[config.mk]
export PLATFORM = sky130hd
export DESIGN_NAME = noc_packet_parser
export DESIGN_NICKNAME = d
export VERILOG_FILES = /design/src/rtl/noc_packet_parser.sv
export SDC_FILE = /design/constraint.sdc
export NUM_CORES = 1
export LEC_CHECK = 0
export BUFFER_PORTS_ARGS = -buffer_cell sky130_fd_sc_hd__buf_2
export CAP_MARGIN = 20
export CORE_MARGIN = 2
export CORE_UTILIZATION = 52
export DETAILED_ROUTE_END_ITERATION = 8
export HOLD_SLACK_MARGIN = 0.1
export PLACE_DENSITY = 0.77
export SLEW_MARGIN = 30
export SYNTH_ARGS = -nofsm -noshare
export SYNTH_HDL_FRONTEND = slang
export SYNTH_SLANG_ARGS = --single-unit
[constraint.sdc]
create_clock -name clk_in -period 4.3 [get_ports clk_in]
set_clock_uncertainty 0.05 [all_clocks]
set_input_delay 0.43 -clock clk_in [delete_from_list [all_inputs] [get_ports clk_in]]
set_output_delay 0.43 -clock clk_in [all_outputs]
set_load 0.01 [all_outputs]
[src/rtl/noc_packet_parser.sv]
`default_nettype none
// ============================================================================
// Module   : noc_packet_parser
// Purpose  : Parses NoC packets: checks the header against the local tile,
//            strips it, forwards the payload through a one-deep output
//            register with msg_* sideband, and flags short/long packets.
// Revision : 1.0 - initial release
// ============================================================================
module noc_packet_parser #(
  parameter logic [7:0] TILE_ID = 8'h00,
  parameter int         CNT_W   = 16
) (
  input  logic             clk_in,
  input  logic             clk_in_rst_high,
  // packet stream from the NoC input buffer
  input  logic             stream_in_TVALID,
  input  logic [31:0]      stream_in_TDATA,
  input  logic [3:0]       stream_in_TKEEP,
  input  logic             stream_in_TLAST,
  output logic             stream_in_TREADY,
  // header-stripped payload to the tile message queue
  output logic             stream_out_TVALID,
  output logic [31:0]      stream_out_TDATA,
  output logic [3:0]       stream_out_TKEEP,
  output logic             stream_out_TLAST,
  input  logic             stream_out_TREADY,
  // sideband of the packet currently on stream_out
  output logic [7:0]       msg_src,
  output logic [7:0]       msg_qid,
  output logic [7:0]       msg_len,
  // status
  output logic             err_short,
  output logic             err_long,
  output logic [CNT_W-1:0] pkt_ok_cnt,
  output logic [CNT_W-1:0] pkt_drop_cnt
);

  typedef enum logic [1:0] {
    HDR     = 2'd0,
    PAYLOAD = 2'd1,
    DROP    = 2'd2
  } state_t;

  state_t     state;
  state_t     state_nxt;

  logic       in_fire;
  logic       out_fire;
  logic [7:0] hdr_dest;
  logic [7:0] hdr_len;
  logic [7:0] word_cnt;
  logic [7:0] word_cnt_inc;
  logic [7:0] word_cnt_nxt;
  logic       load_out;
  logic       last_nxt;
  logic       latch_hdr;
  logic       short_nxt;
  logic       long_nxt;
  logic       inc_ok;
  logic       inc_drop;

  assign hdr_dest     = stream_in_TDATA[7:0];
  assign hdr_len      = stream_in_TDATA[31:24];
  assign word_cnt_inc = word_cnt + 8'd1;
  assign in_fire      = stream_in_TVALID & stream_in_TREADY;
  assign out_fire     = stream_out_TVALID & stream_out_TREADY;

  // Input ready: in HDR wait for the output register to drain so msg_* never
  // changes under a beat still waiting on stream_out; held low during reset.
  always_comb begin
    stream_in_TREADY = 1'b0;
    if (!clk_in_rst_high) begin
      case (state)
        HDR:     stream_in_TREADY = ~stream_out_TVALID;
        PAYLOAD: stream_in_TREADY = ~stream_out_TVALID | stream_out_TREADY;
        DROP:    stream_in_TREADY = 1'b1;
        default: stream_in_TREADY = 1'b0;
      endcase
    end
  end

  // State register.
  always_ff @(posedge clk_in or posedge clk_in_rst_high) begin
    if (clk_in_rst_high) state <= HDR;
    else                 state <= state_nxt;
  end

  // Next-state decode plus the per-handshake actions that get registered.
  always_comb begin
    state_nxt    = state;
    load_out     = 1'b0;
    last_nxt     = 1'b0;
    latch_hdr    = 1'b0;
    short_nxt    = 1'b0;
    long_nxt     = 1'b0;
    inc_ok       = 1'b0;
    inc_drop     = 1'b0;
    word_cnt_nxt = word_cnt;
    case (state)
      HDR: begin
        if (in_fire) begin
          if (hdr_dest != TILE_ID) begin
            inc_drop = 1'b1;
            if (!stream_in_TLAST) state_nxt = DROP;
          end else if (hdr_len == 8'd0) begin
            // empty message: valid only if nothing follows the header
            if (stream_in_TLAST) begin
              inc_ok = 1'b1;
            end else begin
              long_nxt  = 1'b1;
              state_nxt = DROP;
            end
          end else if (stream_in_TLAST) begin
            short_nxt = 1'b1;
            inc_drop  = 1'b1;
          end else begin
            latch_hdr    = 1'b1;
            word_cnt_nxt = 8'd0;
            state_nxt    = PAYLOAD;
          end
        end
      end
      PAYLOAD: begin
        if (in_fire) begin
          load_out     = 1'b1;
          word_cnt_nxt = word_cnt_inc;
          if (word_cnt_inc == msg_len) begin
            // declared length reached: always terminate the output packet
            last_nxt = 1'b1;
            if (stream_in_TLAST) begin
              inc_ok    = 1'b1;
              state_nxt = HDR;
            end else begin
              long_nxt  = 1'b1;
              inc_drop  = 1'b1;
              state_nxt = DROP;
            end
          end else if (stream_in_TLAST) begin
            last_nxt  = 1'b1;
            short_nxt = 1'b1;
            inc_drop  = 1'b1;
            state_nxt = HDR;
          end
        end
      end
      DROP: begin
        if (in_fire && stream_in_TLAST) state_nxt = HDR;
      end
      default: state_nxt = HDR;
    endcase
  end

  // Output register: loads on an accepted payload beat, otherwise holds until
  // the downstream handshake.
  always_ff @(posedge clk_in or posedge clk_in_rst_high) begin
    if (clk_in_rst_high) begin
      stream_out_TVALID <= 1'b0;
      stream_out_TDATA  <= 32'd0;
      stream_out_TKEEP  <= 4'd0;
      stream_out_TLAST  <= 1'b0;
    end else if (load_out) begin
      stream_out_TVALID <= 1'b1;
      stream_out_TDATA  <= stream_in_TDATA;
      stream_out_TKEEP  <= stream_in_TKEEP;
      stream_out_TLAST  <= last_nxt;
    end else if (out_fire) begin
      stream_out_TVALID <= 1'b0;
    end
  end

  // Sideband and word counter; msg_* change only on an accepted header.
  always_ff @(posedge clk_in or posedge clk_in_rst_high) begin
    if (clk_in_rst_high) begin
      msg_src  <= 8'd0;
      msg_qid  <= 8'd0;
      msg_len  <= 8'd0;
      word_cnt <= 8'd0;
    end else begin
      word_cnt <= word_cnt_nxt;
      if (latch_hdr) begin
        msg_src <= stream_in_TDATA[15:8];
        msg_qid <= stream_in_TDATA[23:16];
        msg_len <= hdr_len;
      end
    end
  end

  // Error pulses and statistics, aligned with the output register load.
  always_ff @(posedge clk_in or posedge clk_in_rst_high) begin
    if (clk_in_rst_high) begin
      err_short    <= 1'b0;
      err_long     <= 1'b0;
      pkt_ok_cnt   <= '0;
      pkt_drop_cnt <= '0;
    end else begin
      err_short <= short_nxt;
      err_long  <= long_nxt;
      if (inc_ok)   pkt_ok_cnt   <= pkt_ok_cnt + CNT_W'(1);
      if (inc_drop) pkt_drop_cnt <= pkt_drop_cnt + CNT_W'(1);
    end
  end

endmodule
`default_nettype wire

Yosys cells after proc, flatten, opt, wreduce, memory -nomap -nowiden
Cells that the tools add are included.
Widths: inputs -> output; s select.
Operators by class
  bitwise operators: 4
  equal/unequal tests: 11
  reduce and logical (&&, ||, !) cells: 8
  mux-type cells: 55
  $add $sub $neg: 3
Operators by type and width (number)
  $mux 8: 5
  $mux 1: 33
  $add 16x1->16 const B: 2
  $mux 2: 10
  $pmux 8 s2: 1
  $ne 2x2->1 const B: 6
  $add 8x1->8 const B: 1
  $eq 8x8->1: 1
  $logic_not 8->1: 1
  $pmux 1 s2: 4
  $reduce_bool 8->1: 1
  $pmux 2 s3: 1
  $reduce_and 6->1: 1
  $reduce_and 5->1: 1
  $ne 4x4->1 const B: 1
  $reduce_bool 2->1: 2
  $ne 3x3->1 const B: 1
  $pmux 1 s3: 1
  $and 1x1->1: 2
  $eq 2x1->1 const B: 1
  $eq 2x2->1 const B: 1
  $logic_not 2->1: 1
  $logic_and 1x1->1: 1
  $not 1->1: 1
  $or 1x1->1: 1
Storage, ports and cells
  flip-flop bits (word level): 106
  output and inout bits: 97
  input bits: 41

Logic depth before layout (Yosys ltp)
  depth after elaboration: 8
  mapped depth: 13
  mapped depth without buffers: 11

Worst setup path after synthesis
OpenSTA, ideal clock, no wires.
  path type: register to register
  start point: register word_cnt[3]
  end point: register pkt_drop_cnt[7]
  library setup time: 0.079 ns
  setup slack: 1.437 ns
  cell stages (with the launch flop): 14
  arrival time: 2.734 ns
  data required time: 4.171 ns
  path buffers: 2
  cell sequence: dfrtp_1 clkbuf_1 nand2_1 nor3_1 xnor2_1 nor4_1 nand4_1 ha_1 nor2b_1 nor3b_1 o311ai_2 buf_2 nor3_1 xor2_1
On the way
  cells in the longest elaborated chain, start to end: 5
RTL lines
  start, declared: line 51  | logic [7:0] word_cnt;
  start signal, assigned: line 179  | word_cnt <= word_cnt_nxt;
  $add 8x1->8: line 64  | assign word_cnt_inc = word_cnt + 8'd1;
  $eq 8x8->1: line 127  | if (word_cnt_inc == msg_len) begin
  $mux 1: line 127
  $mux 1: line 124  | if (in_fire) begin
  $pmux 1 s2: line 99  | case (state)
  end signal, assigned: line 199  | if (inc_drop) pkt_drop_cnt <= pkt_drop_cnt + CNT_W'(1);
  end, declared: line 35  | output logic [CNT_W-1:0] pkt_drop_cnt
Every way passes these cells.
A chain may end at the register's enable or synchronous reset.

Final worst setup path
  start point: register word_cnt[3]
  end point: register pkt_drop_cnt[14]
Same word-level chain as after synthesis.

==> results summary <==
The largest net degree at the start of global routing came out at 68. The final worst-path setup slack came out at 0.863 ns. Along the worst path, the maximum fanout reaches 13. The worst hold slack is 0.176 ns. The final number of hold-violating endpoints came to 0. Data on the critical path arrives at its endpoint at 3.67 ns. The clock insertion delay at the later pin of the skew report is 0.36 ns. The critical path launch point type is a register. TritonCTS built the clock tree. The total standard cell area after synthesis came out at 4830 um^2. Once layout is complete, the cells apart from fillers number 673. The final antenna-violating net count is 0.

The path class of the tightest hold or removal check is primary input to async pin. The final weighted congestion of routability-driven global placement came out at 0.878. The flip-flop and latch count after synthesis came out at 106. The tree built by TritonCTS fans out to 106 sinks. The fraction of layout cells with a size suffix above 1 came out at 34.3%. The number of global-route vias before repair came out at 3690. The normalized max-slew margin is 41.8%. At the end of the flow, the number of nets in the layout was 605. The initial antenna violation count is 0. The sequential cell area fraction in the yosys report is 54.9%. In the synthesized netlist the async set-or-reset flop fraction comes to 100%.

The worst setup slack for register-to-register paths came out at 0.86 ns. The leading register cell type out of synthesis is sky130_fd_sc_hd__dfrtp_1. STA classifies the critical path endpoint as a register. The final max-slew violation count is 0.

The flow ran to the end, and the final reports show no timing, DRC or antenna violations. The initial standard-cell utilization of the core is 53.1%. The number of levels in the clock H-tree is 3. The number of clock buffers inserted by TritonCTS is 9.

The sum of routed wire length over all layers came out at 10800 um. The detailed placement HPWL came out at 7810 um. The total of max-cap violations came out at 0.

The wire length of the first global-routing pass is 17700 um. The finished layout cell area came out at 5770 um^2. The total I/O pin count is 138. The post-CTS setup repair buffer count came out at 0.

The total inserted antenna cells came out at 0. The first-pass iteration count of the detailed router came out at 4. The endpoint identified for the worst register-to-register timing path is pkt_drop_cnt[14]$_DFFE_PP0P_. The top cell types in the final layout, fill and taps aside, are sky130_fd_sc_hd__buf_2, sky130_fd_sc_hd__dfrtp_1, sky130_fd_sc_hd__nand2_1, sky130_fd_sc_hd__mux2_2, sky130_fd_sc_hd__xnor2_1.

The number of distinct library cells after synthesis came out at 47. The worst ir drop on vdd is 0.202 mV. The post-synthesis instance total is 422. The final critical-path required period is 3.44 ns. The total global routing overflow came out at 0. The clock-pin slew reported for the worst setup and hold paths after clock tree synthesis is 0.10 ns. The cell type with the highest occurrence count on the critical path is sky130_fd_sc_hd__nor4_1. The overall die width is 100 um.

Including well taps, the total number of placed cells is 657. The final total power came out at 1.86 mW. For this run, the share of the core covered by cells in the final layout is 63.4%. The initial DRC count is 178. Leaving out fill and tap cells, the most frequent cell in the layout is sky130_fd_sc_hd__buf_2. The leakage power of the design came out at 3.13 nW.

The root buffer cell chosen for the clock tree is sky130_fd_sc_hd__clkbuf_8. The number of design rule violations left after detail routing is 0. Setup repair after global routing left no endpoint under its margin.

Traced cell by cell, the critical path runs through nand2_1 > nor3_1 > xnor2_1 > nor4_1 > nand4_1 > ha_1 > nor2b_1 > nor3b_1 > o311ai_2 > nor4_1 > xor2_1. The synthesized netlist net count came out at 470. The count of final setup violators came out at 0. Before CTS, the worst setup slack after placement is 0.952 ns. Across every metal layer, demand over resource in global routing totals 22.1%.

The transition time of the tightest slew-check pin came out at 0.872 ns. The post-cts gate resize count came out at 0. The hold buffer count at cts is 0.

After detailed routing, the average wire length per cell comes to 16.0 um. After filler insertion, the fill cell instance count of the layout stands at 740. The overall via count from detail_route is 3667. The critical register-to-register path startpoint is word_cnt[3]$_DFFE_PP0P_. Relative to the synthesized area, the layout overhead comes to 19.4%. In the routed layout, each cell is associated on average with a via count of 5.45.

The die covers 10100 um^2. The chip height came out at 100 um. The total area inside the core boundary comes to 9110 um^2. The required arrival time at the worst endpoint came out at 4.54 ns. The critical path's largest stage delay came out at 0.54 ns. Summed over all failing endpoints, the final setup total negative slack is 0 ns.

The floorplan has 35 rows. The post-synthesis area per instance is 11.5 um^2. The number of enable-type register cells in the synthesized netlist is 0.

The cell with the biggest individual delay on the critical path is sky130_fd_sc_hd__nor4_1. The cell area after placement came out at 5590 um^2. The power per unit of standard cell area is 321 nW/um^2. Based on the critical path, the design can be clocked at up to 291 MHz. In this run the deepest clock path goes through 2 buffers.

The final worst-path cycle share is 79.9%. The worst setup path is of the register to register kind. The number of warnings reported in the yosys synthesis log is 0. The path depth of the worst reg2reg path is 11.

The total of buffers placed on input and output ports is 137.
worst max-delay path by stage:
| stage | start | endpoint | slack [ns] | depth (start not counted) |
|---|---|---|---|---|
| finish | word_cnt[3]$_DFFE_PP0P_ | pkt_drop_cnt[14]$_DFFE_PP0P_ | 0.86 | 11 |
| CTS | word_cnt[3]$_DFFE_PP0P_ | pkt_drop_cnt[14]$_DFFE_PP0P_ | 0.91 | 11 |
| global placement | word_cnt[3]$_DFFE_PP0P_ | pkt_drop_cnt[14]$_DFFE_PP0P_ | 1.22 | 11 |
| global route | word_cnt[3]$_DFFE_PP0P_ | pkt_drop_cnt[14]$_DFFE_PP0P_ | 0.53 | 11 |
| floorplan | clk_in_rst_high | err_long$_DFF_PP0_ | 1.03 | 1 |
| detailed placement | word_cnt[3]$_DFFE_PP0P_ | pkt_drop_cnt[14]$_DFFE_PP0P_ | 0.95 | 11 |
worst max-delay path: cells and delay by family, from the launching register on:
family                     cells  cell delay [ns]
AOI/OAI and AO/OA              1             0.34
xor gates and xnor gates       2             0.31
adders and majority gates      1             0.31
DFF                            1             0.49
and+or+nand+nor                7             1.85
layout make-up:
cell class / instances / area, um^2 / share of cell area, %
clock buffers: 10 / 128 / 2.21
clock inverters: 6 / 48.8 / 0.846
inverters: 8 / 32.5 / 0.564
multi-input cells: 292 / 2060 / 35.7
flip-flops and latches: 106 / 2650 / 46.0
well taps: 111 / 139 / 2.41
repair buffers: 140 / 708 / 12.3
cells in the mapped netlist, types with 2 or more instances:
master	count	area [um^2]
sky130_fd_sc_hd__a21oi_1	7	35.0
sky130_fd_sc_hd__a22o_1	4	35.0
sky130_fd_sc_hd__and2_1	3	18.8
sky130_fd_sc_hd__and3_1	6	37.5
sky130_fd_sc_hd__and4_1	3	26.3
sky130_fd_sc_hd__buf_2	6	30.0
sky130_fd_sc_hd__buf_6	3	33.8
sky130_fd_sc_hd__clkbuf_1	6	22.5
sky130_fd_sc_hd__dfrtp_1	106	2650
sky130_fd_sc_hd__ha_1	7	87.6
sky130_fd_sc_hd__inv_1	7	26.3
sky130_fd_sc_hd__mux2_1	21	236
sky130_fd_sc_hd__mux2_2	27	304
sky130_fd_sc_hd__nand2_1	70	263
sky130_fd_sc_hd__nand3_1	17	85.1
sky130_fd_sc_hd__nand4_1	14	87.6
sky130_fd_sc_hd__nor2_1	11	41.3
sky130_fd_sc_hd__nor2b_1	3	18.8
sky130_fd_sc_hd__nor3_1	13	65.1
sky130_fd_sc_hd__nor3b_1	2	15.0
sky130_fd_sc_hd__nor4_1	7	43.8
sky130_fd_sc_hd__nor4_4	2	42.5
sky130_fd_sc_hd__o21ai_0	11	55.1
sky130_fd_sc_hd__o22ai_1	2	12.5
sky130_fd_sc_hd__or4_1	2	15.0
sky130_fd_sc_hd__xnor2_1	26	228
sky130_fd_sc_hd__xor2_1	16	140
where the power goes:
part | switching (mW) | total [mW] | internal [mW]
Combinational | 0.116 | 0.199 | 0.0829
Clock | 0.353 | 0.571 | 0.219
Sequential | 0.0499 | 1.08 | 1.03
registers in the layout (all words and copies together), names as in the netlist:
name	count
stream_out_TDATA	32
pkt_drop_cnt	16
pkt_ok_cnt	16
msg_len	8
msg_qid	8
msg_src	8
word_cnt	8
stream_out_TKEEP	4
state	2
err_long	1
err_short	1
stream_out_TLAST	1
stream_out_TVALID	1
cell families after synthesis:
logic type | count (synthesis) | synth area share (%)
AOI/OAI and AO/OA | 36 | 5.25
xor gates and xnor gates | 42 | 7.61
adders and majority gates | 7 | 1.81
buffers and inverters | 24 | 2.48
DFF | 106 | 54.9
muxes | 48 | 11.2
and+or+nand+nor | 159 | 16.8
metal layers:
metal  vias to the layer above  routed length (um)  GRT usage [%]
met5                         -                   0              0
met4                         0                 174           7.38
met3                        12                 616           5.15
met2                       126                5260           35.9
met1                      1783                4730           29.3
li1                       1746                   -              -
(Power assumes the default switching activity.)
